File: src/rtl/add_tree_pkg.sv
// ----------------------------------------------------------------------------
// add_tree_pkg
// Shared sizing helpers for the pipelined adder tree:
//   half_ceil   - element count after one pairwise level (ceil(n/2))
//   tree_levels - number of pairwise levels needed to reduce n values to one
//   level_count - element count entering level k of an n-input tree
//   level_width - operand width at level k (grows by one bit per level)
// ----------------------------------------------------------------------------
package add_tree_pkg;

    function automatic int unsigned half_ceil(input int unsigned n);
        return (n + 32'd1) / 32'd2;
    endfunction

    function automatic int unsigned tree_levels(input int unsigned n);
        int unsigned cnt;
        int unsigned lv;
        cnt = n;
        lv  = 32'd0;
        while (cnt > 32'd1) begin
            cnt = half_ceil(cnt);
            lv  = lv + 32'd1;
        end
        return lv;
    endfunction

    function automatic int unsigned level_count(input int unsigned n, input int unsigned k);
        int unsigned cnt;
        cnt = n;
        for (int unsigned i = 32'd0; i < k; i++) begin
            cnt = half_ceil(cnt);
        end
        return cnt;
    endfunction

    function automatic int unsigned level_width(input int unsigned w, input int unsigned k);
        return w + k;
    endfunction

endpackage

File: src/rtl/add_tree_level.sv
// ----------------------------------------------------------------------------
// add_tree_level
// One registered level of the adder tree. Adjacent inputs (2i, 2i+1) are
// added into a result one bit wider; an odd trailing input is zero-extended
// and passed through. The matching valid bit travels with the data.
// Ports:
//   clk, rst  - clock, asynchronous active-high reset (clears data and valid)
//   en        - advance enable; all state holds when low
//   in_i      - IN_CNT operands of IN_W bits
//   valid_i   - valid bit accompanying in_i
//   out_o     - ceil(IN_CNT/2) results of IN_W+1 bits (registered)
//   valid_o   - valid bit accompanying out_o (registered)
// ----------------------------------------------------------------------------
module add_tree_level
    import add_tree_pkg::*;
#(
    parameter int unsigned IN_CNT = 2,
    parameter int unsigned IN_W   = 6
) (
    input  logic              clk,
    input  logic              rst,
    input  logic              en,
    input  logic [IN_W-1:0]   in_i [IN_CNT-1:0],
    input  logic              valid_i,
    output logic [IN_W:0]     out_o [half_ceil(IN_CNT)-1:0],
    output logic              valid_o
);
    localparam int unsigned OUT_CNT = half_ceil(IN_CNT);

    logic [IN_W:0] sum_d [OUT_CNT-1:0];
    logic [IN_W:0] sum_q [OUT_CNT-1:0];
    logic          valid_q;

    for (genvar i = 0; i < OUT_CNT; i++) begin : g_pair
        if (2 * i + 1 < IN_CNT) begin : g_add
            assign sum_d[i] = {1'b0, in_i[2*i]} + {1'b0, in_i[2*i+1]};
        end else begin : g_pass
            assign sum_d[i] = {1'b0, in_i[2*i]};
        end
    end

    // Level register: data and valid advance together only when enabled.
    always_ff @(posedge clk or posedge rst) begin
        if (rst) begin
            for (int unsigned j = 32'd0; j < OUT_CNT; j++) begin
                sum_q[j] <= {(IN_W+1){1'b0}};
            end
            valid_q <= 1'b0;
        end else if (en) begin
            for (int unsigned j = 32'd0; j < OUT_CNT; j++) begin
                sum_q[j] <= sum_d[j];
            end
            valid_q <= valid_i;
        end
    end

    assign out_o   = sum_q;
    assign valid_o = valid_q;

endmodule

File: src/rtl/add_tree.sv
// ----------------------------------------------------------------------------
// add_tree
// Pipelined unsigned adder tree: sums N operands of WIDTH bits through
// $clog2(N) registered pairwise levels (one register stage when N=1).
// A valid bit is carried alongside so add_tree_valid_out lines up with its sum.
// Ports:
//   clk                - clock, rising edge
//   rst                - asynchronous active-high reset
//   en                 - pipeline advance enable (all stages hold when low)
//   in                 - N unsigned operands, WIDTH bits each
//   add_tree_valid_in  - in[] carries a valid sample
//   add_tree_result    - sum, WIDTH+$clog2(N) bits
//   add_tree_valid_out - add_tree_result is valid
// Build option:
//   ADD_TREE_OUT_REG_EN - when defined, one extra output register follows the
//                         final level (latency +1).
// ----------------------------------------------------------------------------
module add_tree
    import add_tree_pkg::*;
#(
    parameter int unsigned WIDTH = 6,
    parameter int unsigned N     = 5
) (
    input  logic                       clk,
    input  logic                       rst,
    input  logic                       en,
    input  logic [WIDTH-1:0]           in [N-1:0],
    input  logic                       add_tree_valid_in,
    output logic [WIDTH+$clog2(N)-1:0] add_tree_result,
    output logic                       add_tree_valid_out
);
    localparam int unsigned L     = tree_levels(N);
    localparam int unsigned RES_W = WIDTH + L;

    logic [RES_W-1:0] tree_sum_s;
    logic             tree_valid_s;

    if (L == 0) begin : g_single
        // A single operand still gets one register stage.
        logic [RES_W-1:0] sum_q;
        logic             valid_q;

        // Single-stage register for the N=1 build.
        always_ff @(posedge clk or posedge rst) begin
            if (rst) begin
                sum_q   <= {RES_W{1'b0}};
                valid_q <= 1'b0;
            end else if (en) begin
                sum_q   <= in[0];
                valid_q <= add_tree_valid_in;
            end
        end

        assign tree_sum_s   = sum_q;
        assign tree_valid_s = valid_q;
    end else begin : g_tree
        for (genvar k = 0; k < L; k++) begin : g_lvl
            localparam int unsigned CNT = level_count(N, k);
            localparam int unsigned W   = level_width(WIDTH, k);

            logic [W:0] lvl_out_s [level_count(N, k + 1)-1:0];
            logic       lvl_valid_s;

            if (k == 0) begin : g_first
                add_tree_level #(
                    .IN_CNT (CNT),
                    .IN_W   (W)
                ) u_level (
                    .clk     (clk),
                    .rst     (rst),
                    .en      (en),
                    .in_i    (in),
                    .valid_i (add_tree_valid_in),
                    .out_o   (lvl_out_s),
                    .valid_o (lvl_valid_s)
                );
            end else begin : g_next
                // Each level consumes the registered outputs of the one before.
                add_tree_level #(
                    .IN_CNT (CNT),
                    .IN_W   (W)
                ) u_level (
                    .clk     (clk),
                    .rst     (rst),
                    .en      (en),
                    .in_i    (g_lvl[k-1].lvl_out_s),
                    .valid_i (g_lvl[k-1].lvl_valid_s),
                    .out_o   (lvl_out_s),
                    .valid_o (lvl_valid_s)
                );
            end
        end

        assign tree_sum_s   = g_lvl[L-1].lvl_out_s[0];
        assign tree_valid_s = g_lvl[L-1].lvl_valid_s;
    end

`ifdef ADD_TREE_OUT_REG_EN
    logic [RES_W-1:0] out_result_q;
    logic             out_valid_q;

    // Optional output register after the final tree level.
    always_ff @(posedge clk or posedge rst) begin
        if (rst) begin
            out_result_q <= {RES_W{1'b0}};
            out_valid_q  <= 1'b0;
        end else if (en) begin
            out_result_q <= tree_sum_s;
            out_valid_q  <= tree_valid_s;
        end
    end

    assign add_tree_result    = out_result_q;
    assign add_tree_valid_out = out_valid_q;
`else
    assign add_tree_result    = tree_sum_s;
    assign add_tree_valid_out = tree_valid_s;
`endif

endmodule

File: config.mk
export PLATFORM = sky130hd
export DESIGN_NAME = add_tree
export DESIGN_NICKNAME = d
export VERILOG_FILES = /design/src/rtl/add_tree_pkg.sv /design/src/rtl/add_tree_level.sv /design/src/rtl/add_tree.sv
export SDC_FILE = /design/constraint.sdc
export NUM_CORES = 1
export LEC_CHECK = 0
export ABC_AREA = 1
export CORE_MARGIN = 3
export CORE_UTILIZATION = 40
export DETAILED_ROUTE_END_ITERATION = 6
export PLACE_DENSITY = 0.71
export SLEW_MARGIN = 20
export SYNTH_ARGS = -nofsm -noshare
export SYNTH_HDL_FRONTEND = slang
export SYNTH_HIERARCHICAL = 1
export SYNTH_SLANG_ARGS = --single-unit
export TNS_END_PERCENT = 100
File: constraint.sdc
create_clock -name clk -period 2.1 [get_ports clk]
set_input_delay 0.42 -clock clk [delete_from_list [all_inputs] [get_ports clk]]
set_output_delay 0.42 -clock clk [all_outputs]
set_load 0.05 [all_outputs]
=== After elaboration in Yosys (flattened, before gate mapping) ===
Cells that the tools add are included.

* Bits in registers: 46
* Input port bits: 34
* Output and inout port bits: 10
* Word-level logic and storage cells: 13

* Add/subtract/negate cells: 4

{| class="wikitable"
|+ Operator list
! kind !! number
|-
| 6-bit by 6-bit adder with 7-bit output || 2
|-
| 8-bit by 6-bit adder with 9-bit output || 1
|-
| 7-bit by 7-bit adder with 8-bit output || 1
|}

=== Longest topological paths before layout ===
Gate-level depths: netlist of run 1.

* Depth after elaboration: 1
* Depth in mapped cells: 10
* Depth with buffers taken out: 10

=== Modules after synthesis ===
Netlist of run 1, hierarchy kept.

{| class="wikitable"
|+ By module, submodules not included
! module !! seq. area each (um^2) !! area an instance (um^2) !! cells each !! times used
|-
| add_tree_level (g_tree.g_lvl[0].g_first.u_level) || 525.5 || 1256.2 || 162 || 1
|-
| add_tree_level (g_tree.g_lvl[1].g_next.u_level) || 400.4 || 934.6 || 124 || 1
|-
| add_tree_level (g_tree.g_lvl[2].g_next.u_level) || 250.2 || 764.5 || 97 || 1
|}

=== Worst setup path before layout of run 1 ===
No wires, ideal clock.

* Path type: input-to-reg
* From: input in[12] (netlist bit)
* To: register g_tree.g_lvl[0].g_first.u_level.sum_q, in the netlist g_tree.g_lvl[0].g_first.u_level/out_o[11]
* Stages: 7
* Slack: 0.598 ns
* Arrival: 1.374 ns
* Data required time: 1.971 ns
* Cells stage by stage: ha_1 > inv_1 > fa_1 > inv_1 > nand3_1 > a21oi_1 > o21ai_0

* Word-level cells in the longest chain between the ends: 1

{| class="wikitable"
|+ Ends and longest elaborated chain
! what !! RTL line !! source
|-
| start: declaration || add_tree.sv:27 || <nowiki>input logic [WIDTH-1:0] in [N-1:0],</nowiki>
|-
| 6-bit by 6-bit adder with 7-bit output || add_tree_level.sv:36 || <nowiki>assign sum_d[i] = {1'b0, in_i[2*i]} + {1'b0, in_i[2*i+1]};</nowiki>
|-
| end signal: indexed assignment || add_tree_level.sv:46 || <nowiki>sum_q[j] <= {(IN_W+1){1'b0}};</nowiki>
|-
| end signal: indexed assignment || add_tree_level.sv:51 || <nowiki>sum_q[j] <= sum_d[j];</nowiki>
|-
| end: declaration || add_tree_level.sv:31 || <nowiki>logic [IN_W:0] sum_q [OUT_CNT-1:0];</nowiki>
|}

No other way between the ends.
A chain may end at the register's enable or synchronous reset.

=== Final worst setup path of run 1 ===
* From: register g_tree.g_lvl[2].g_next.u_level.sum_q, in the netlist g_tree.g_lvl[2].g_next.u_level/out_o[2]
* To: output add_tree_result[2]

{| class="wikitable"
|+ RTL lines
! what !! RTL line !! source
|-
| start: declaration || add_tree_level.sv:31 ||
|-
| start signal: indexed assignment || add_tree_level.sv:46 ||
|-
| start signal: indexed assignment || add_tree_level.sv:51 ||
|-
| end: declaration || add_tree.sv:29 || <nowiki>output logic [WIDTH+$clog2(N)-1:0] add_tree_result,</nowiki>
|}

No word-level cell between the ends.

==> impl_metrics.toml, run 1 <==
[setup_path]
arrival_ns = 1.46
crit_chain = "clkdlybuf4s50_1"
start_kind = "register"
r2r_slack_ns = 0.50
cp.required_ns = 1.68
path_delay_family = "buffers and inverters"
r2r_end = "g_tree.g_lvl[2].g_next.u_level/out_o[6]$_DFFE_PP0P_"
crit_cells = 1
cp_slowest_stage_delay_ns = 0.80
r2r_start = "g_tree.g_lvl[1].g_next.u_level/out_o[0]$_DFFE_PP0P_"
slowest_stage = "clkdlybuf4s50_1"
cp-startpoint = "g_tree.g_lvl[2].g_next.u_level/out_o[2]$_DFFE_PP0P_"
critical_path_buf_inv_count = 1
cp_max_fo = 2
r2r_cells = 8
end_kind = "output port"
endpoint = "add_tree_result[2]"
timing_worst_setup_path_type = "register to output port"

[synthesis]
synth_top_area_share_pct = 39.8
avgSynthCellArea_um2 = 7.72
syn_inst = 383
synth.area.top_cells = "dfrtp_1 (40%), nand2_1 (19%), ha_1 (11%), inv_1 (5.2%), nand3_1 (4.4%)"
ys_types = 27
synth_nets = 448
synth_area_leader_cell = "dfrtp_1"
ys_warn_count = 6
ys_seq_area_share_pct = 39.8
syn_area_mm2 = 0.00296
synth_seq_cells = 47

[clock_tree]
cts_buffers = 5
clock_sinks = 47
postCtsSetupRepairBufs = 0
path_clk_slew_ns = 0.09
clk_latency_ns = 0.30
h-tree-depth = 2
hold_buffers = 0
cts_tree = "done"
root_buffer = "clkbuf_8"
clock_path_buffers = 2
cts.repair.resized = 0

[power]
power_w = 0.00313
p_int_w = 0.00187
power.ir.vdd_worst_uv = 293
p_leak_nw = 1.91
pwr-share-seq_pct = 38.4
power.switching_w = 0.00126
sw_frac_of_total_pct = 40.2
powerDensity_mw_per_mm2 = 880
pwr-share-comb_pct = 44.4
clkPwrFrac_pct = 17.2

[sta]
rsz0062_at_grt = "false"
fin_skew_ns = 0.0108
slew_violations = 0
setup_viol = 0
tightestPinTransition_ns = 0.591
min_period_ns = 1.88
fin_tns_setup_ns = 0
period_share_pct = 89.7
slew_headroom_pct = 60.5
hold_viol_final = 0
fmax_mhz = 531

[global_route]
use_met2_pct = 24.3
antenna_found_initial = 0
grt_usage_pct = 14.3
grt_overflow = 0
grtUsageMet3_pct = 2.46
grt_pass1_vias = 2396
grtUsageMet1_pct = 18.2
grt_pass1_wl_um = 10100
grt_max_degree = 36
grt_busiest_layer = "met2"

[floorplanning]
die_height_um = 92.0
rows = 30
dieArea_mm2 = 0.00846
start_util_pct = 42.3
die_x_um = 92.0
ios = 44
core_mm2 = 0.00698

[detailed_routing]
dr.pass1.iters = 4
wl_um = 5540
routed_via_density = 4.71
drc_errors = 0
wire_per_inst_um = 10.6
ant_nets = 0
drtIter0Drc = 107
vias = 2462

[cells_and_area]
n_antenna_cell = 0
syn_to_final_growth_pct = 20.4
num-nets-final = 491
layout-drive-gt1-share_pct = 7.03
nFillCells = 690

[hold_path]
hold_path_class = "primary input to asynchronous set/reset pin"

[placement]
hpwl_um = 4380
numPortBuffers = 43
gp_congestion = 0.847

[run]
maxCapViolCount = 0

[outcome]
outcome = "finished clean"
sequential cells by signal (all words and copies together) (netlist names):
signal                                count
g_tree.g_lvl.g_first.u_level/valid_o      1
g_tree.g_lvl.g_next.u_level/valid_o       2
g_tree.g_lvl.g_first.u_level/out_o       20
g_tree.g_lvl.g_next.u_level/out_o        24
worst register-to-register path, delay by kind of cell (launching register included):
family	cells	cell delay, ns
adder cells (fa/ha/maj)	2	0.62
AND/OR/NAND/NOR	6	0.50
flip-flops	1	0.39
worst min-delay path by stage:
stage / start / to / slack [ns] / cells after the start
2_1_floorplan: rst / g_tree.g_lvl[2].g_next.u_level/out_o[0]$_DFFE_PP0P_ / 0.26 / 1
3_3_place_gp: g_tree.g_lvl[2].g_next.u_level/out_o[1]$_DFFE_PP0P_ / g_tree.g_lvl[2].g_next.u_level/out_o[1]$_DFFE_PP0P_ / 0.46 / 2
3_5_place_dp: g_tree.g_lvl[2].g_next.u_level/out_o[1]$_DFFE_PP0P_ / g_tree.g_lvl[2].g_next.u_level/out_o[1]$_DFFE_PP0P_ / 0.46 / 2
4_1_cts: rst / g_tree.g_lvl[2].g_next.u_level/out_o[0]$_DFFE_PP0P_ / 0.46 / 2
5_1_grt: g_tree.g_lvl[0].g_first.u_level/out_o[14]$_DFFE_PP0P_ / g_tree.g_lvl[0].g_first.u_level/out_o[14]$_DFFE_PP0P_ / 0.50 / 2
6_report: rst / g_tree.g_lvl[2].g_next.u_level/valid_o$_DFFE_PP0P_ / 0.44 / 2
cells by family after synthesis:
family / share of synthesized area [%]
compound gates: 7.20
other cells: 0.254
flops: 39.8
simple gates: 30.4
buf+inv: 8.21
fa+ha+maj: 14.1
placed cells by master (no fill, tap or decap), types with 4 or more instances in the layout:
cell type	synthesis	layout
nand2_1	150	150
dfrtp_1	47	47
clkdlybuf4s50_1	0	43
inv_1	41	41
ha_1	27	27
nand3_1	26	26
nor2_1	17	17
a21oi_1	16	16
o21ai_1	10	10
o21ai_0	9	9
nand2_2	6	6
clkbuf_8	0	5
fa_1	4	4
layout make-up:
class                      instances  area, um2  area share (%)
clock inverter                     3       18.8           0.528
clock buffer                       5       68.8            1.93
tap                               96        120            3.38
inverter                          45        171            4.82
timing repair buffer              46        465            13.1
multi-input combinational        281       1540            43.2
sequential                        47       1180            33.1
metrics by stage:
stage	cell area, um2	utilization (%)	worst slack, ns	hold slack [ns]	std cells
3_5_place_dp	3470	49.7	0.00150	0.458	515
2_1_floorplan	2960	-	0.598	0.260	383
3_3_place_gp	3470	49.7	0.0673	0.456	515
6_report	3560	50.9	0.217	0.445	523
5_1_grt	3560	50.9	0.165	0.497	523
4_1_cts	3560	50.9	0.194	0.457	523
routing by layer:
metal / vias up / share of wire [%] / wire length (um)
li1: 1294 / - / -
met1: 1113 / 47 / 2630
met2: 47 / 47 / 2600
met3: 8 / 3.6 / 199
met4: 0 / 1.9 / 106
met5: - / 0 / 0
Yosys cell counts:
| cell type | instances |
|---|---|
| inv_1 | 41 |
| buf_4 | 6 |
| nand3b_4 | 2 |
| nand2_1 | 150 |
| or2_4 | 2 |
| inv_4 | 1 |
| nor2_1 | 17 |
| nand3_1 | 26 |
| or2_2 | 2 |
| nand3_2 | 2 |
| o21ai_0 | 9 |
| nand3b_1 | 1 |
| ha_1 | 27 |
| nand2_2 | 6 |
| buf_2 | 3 |
| inv_2 | 2 |
| conb_1 | 2 |
| a21oi_1 | 16 |
| nor2_2 | 1 |
| a31oi_1 | 1 |
| dfrtp_1 | 47 |
| o21ai_1 | 10 |
| clkinv_1 | 1 |
| buf_6 | 1 |
| a21oi_4 | 1 |
| a211oi_1 | 2 |
| fa_1 | 4 |
power by group through the flow:
stage,registers [W],clock network (W),logic (W)
detailed placement,0.00122,0,0.00139
CTS,0.00121,0.000564,0.00140
finish,0.00120,0.000538,0.00139
global placement,0.00121,0,0.00136
global route,0.00123,0.000600,0.00157
floorplan,0.00145,0,0.000788
No activity file was read; power rests on OpenSTA's default activity.
==> run 2: changes to the inputs <==
- CAP_MARGIN: unset -> 20
==> results of run 2 <==
The final DEF is identical to that of run 1; final timing and power are the same.
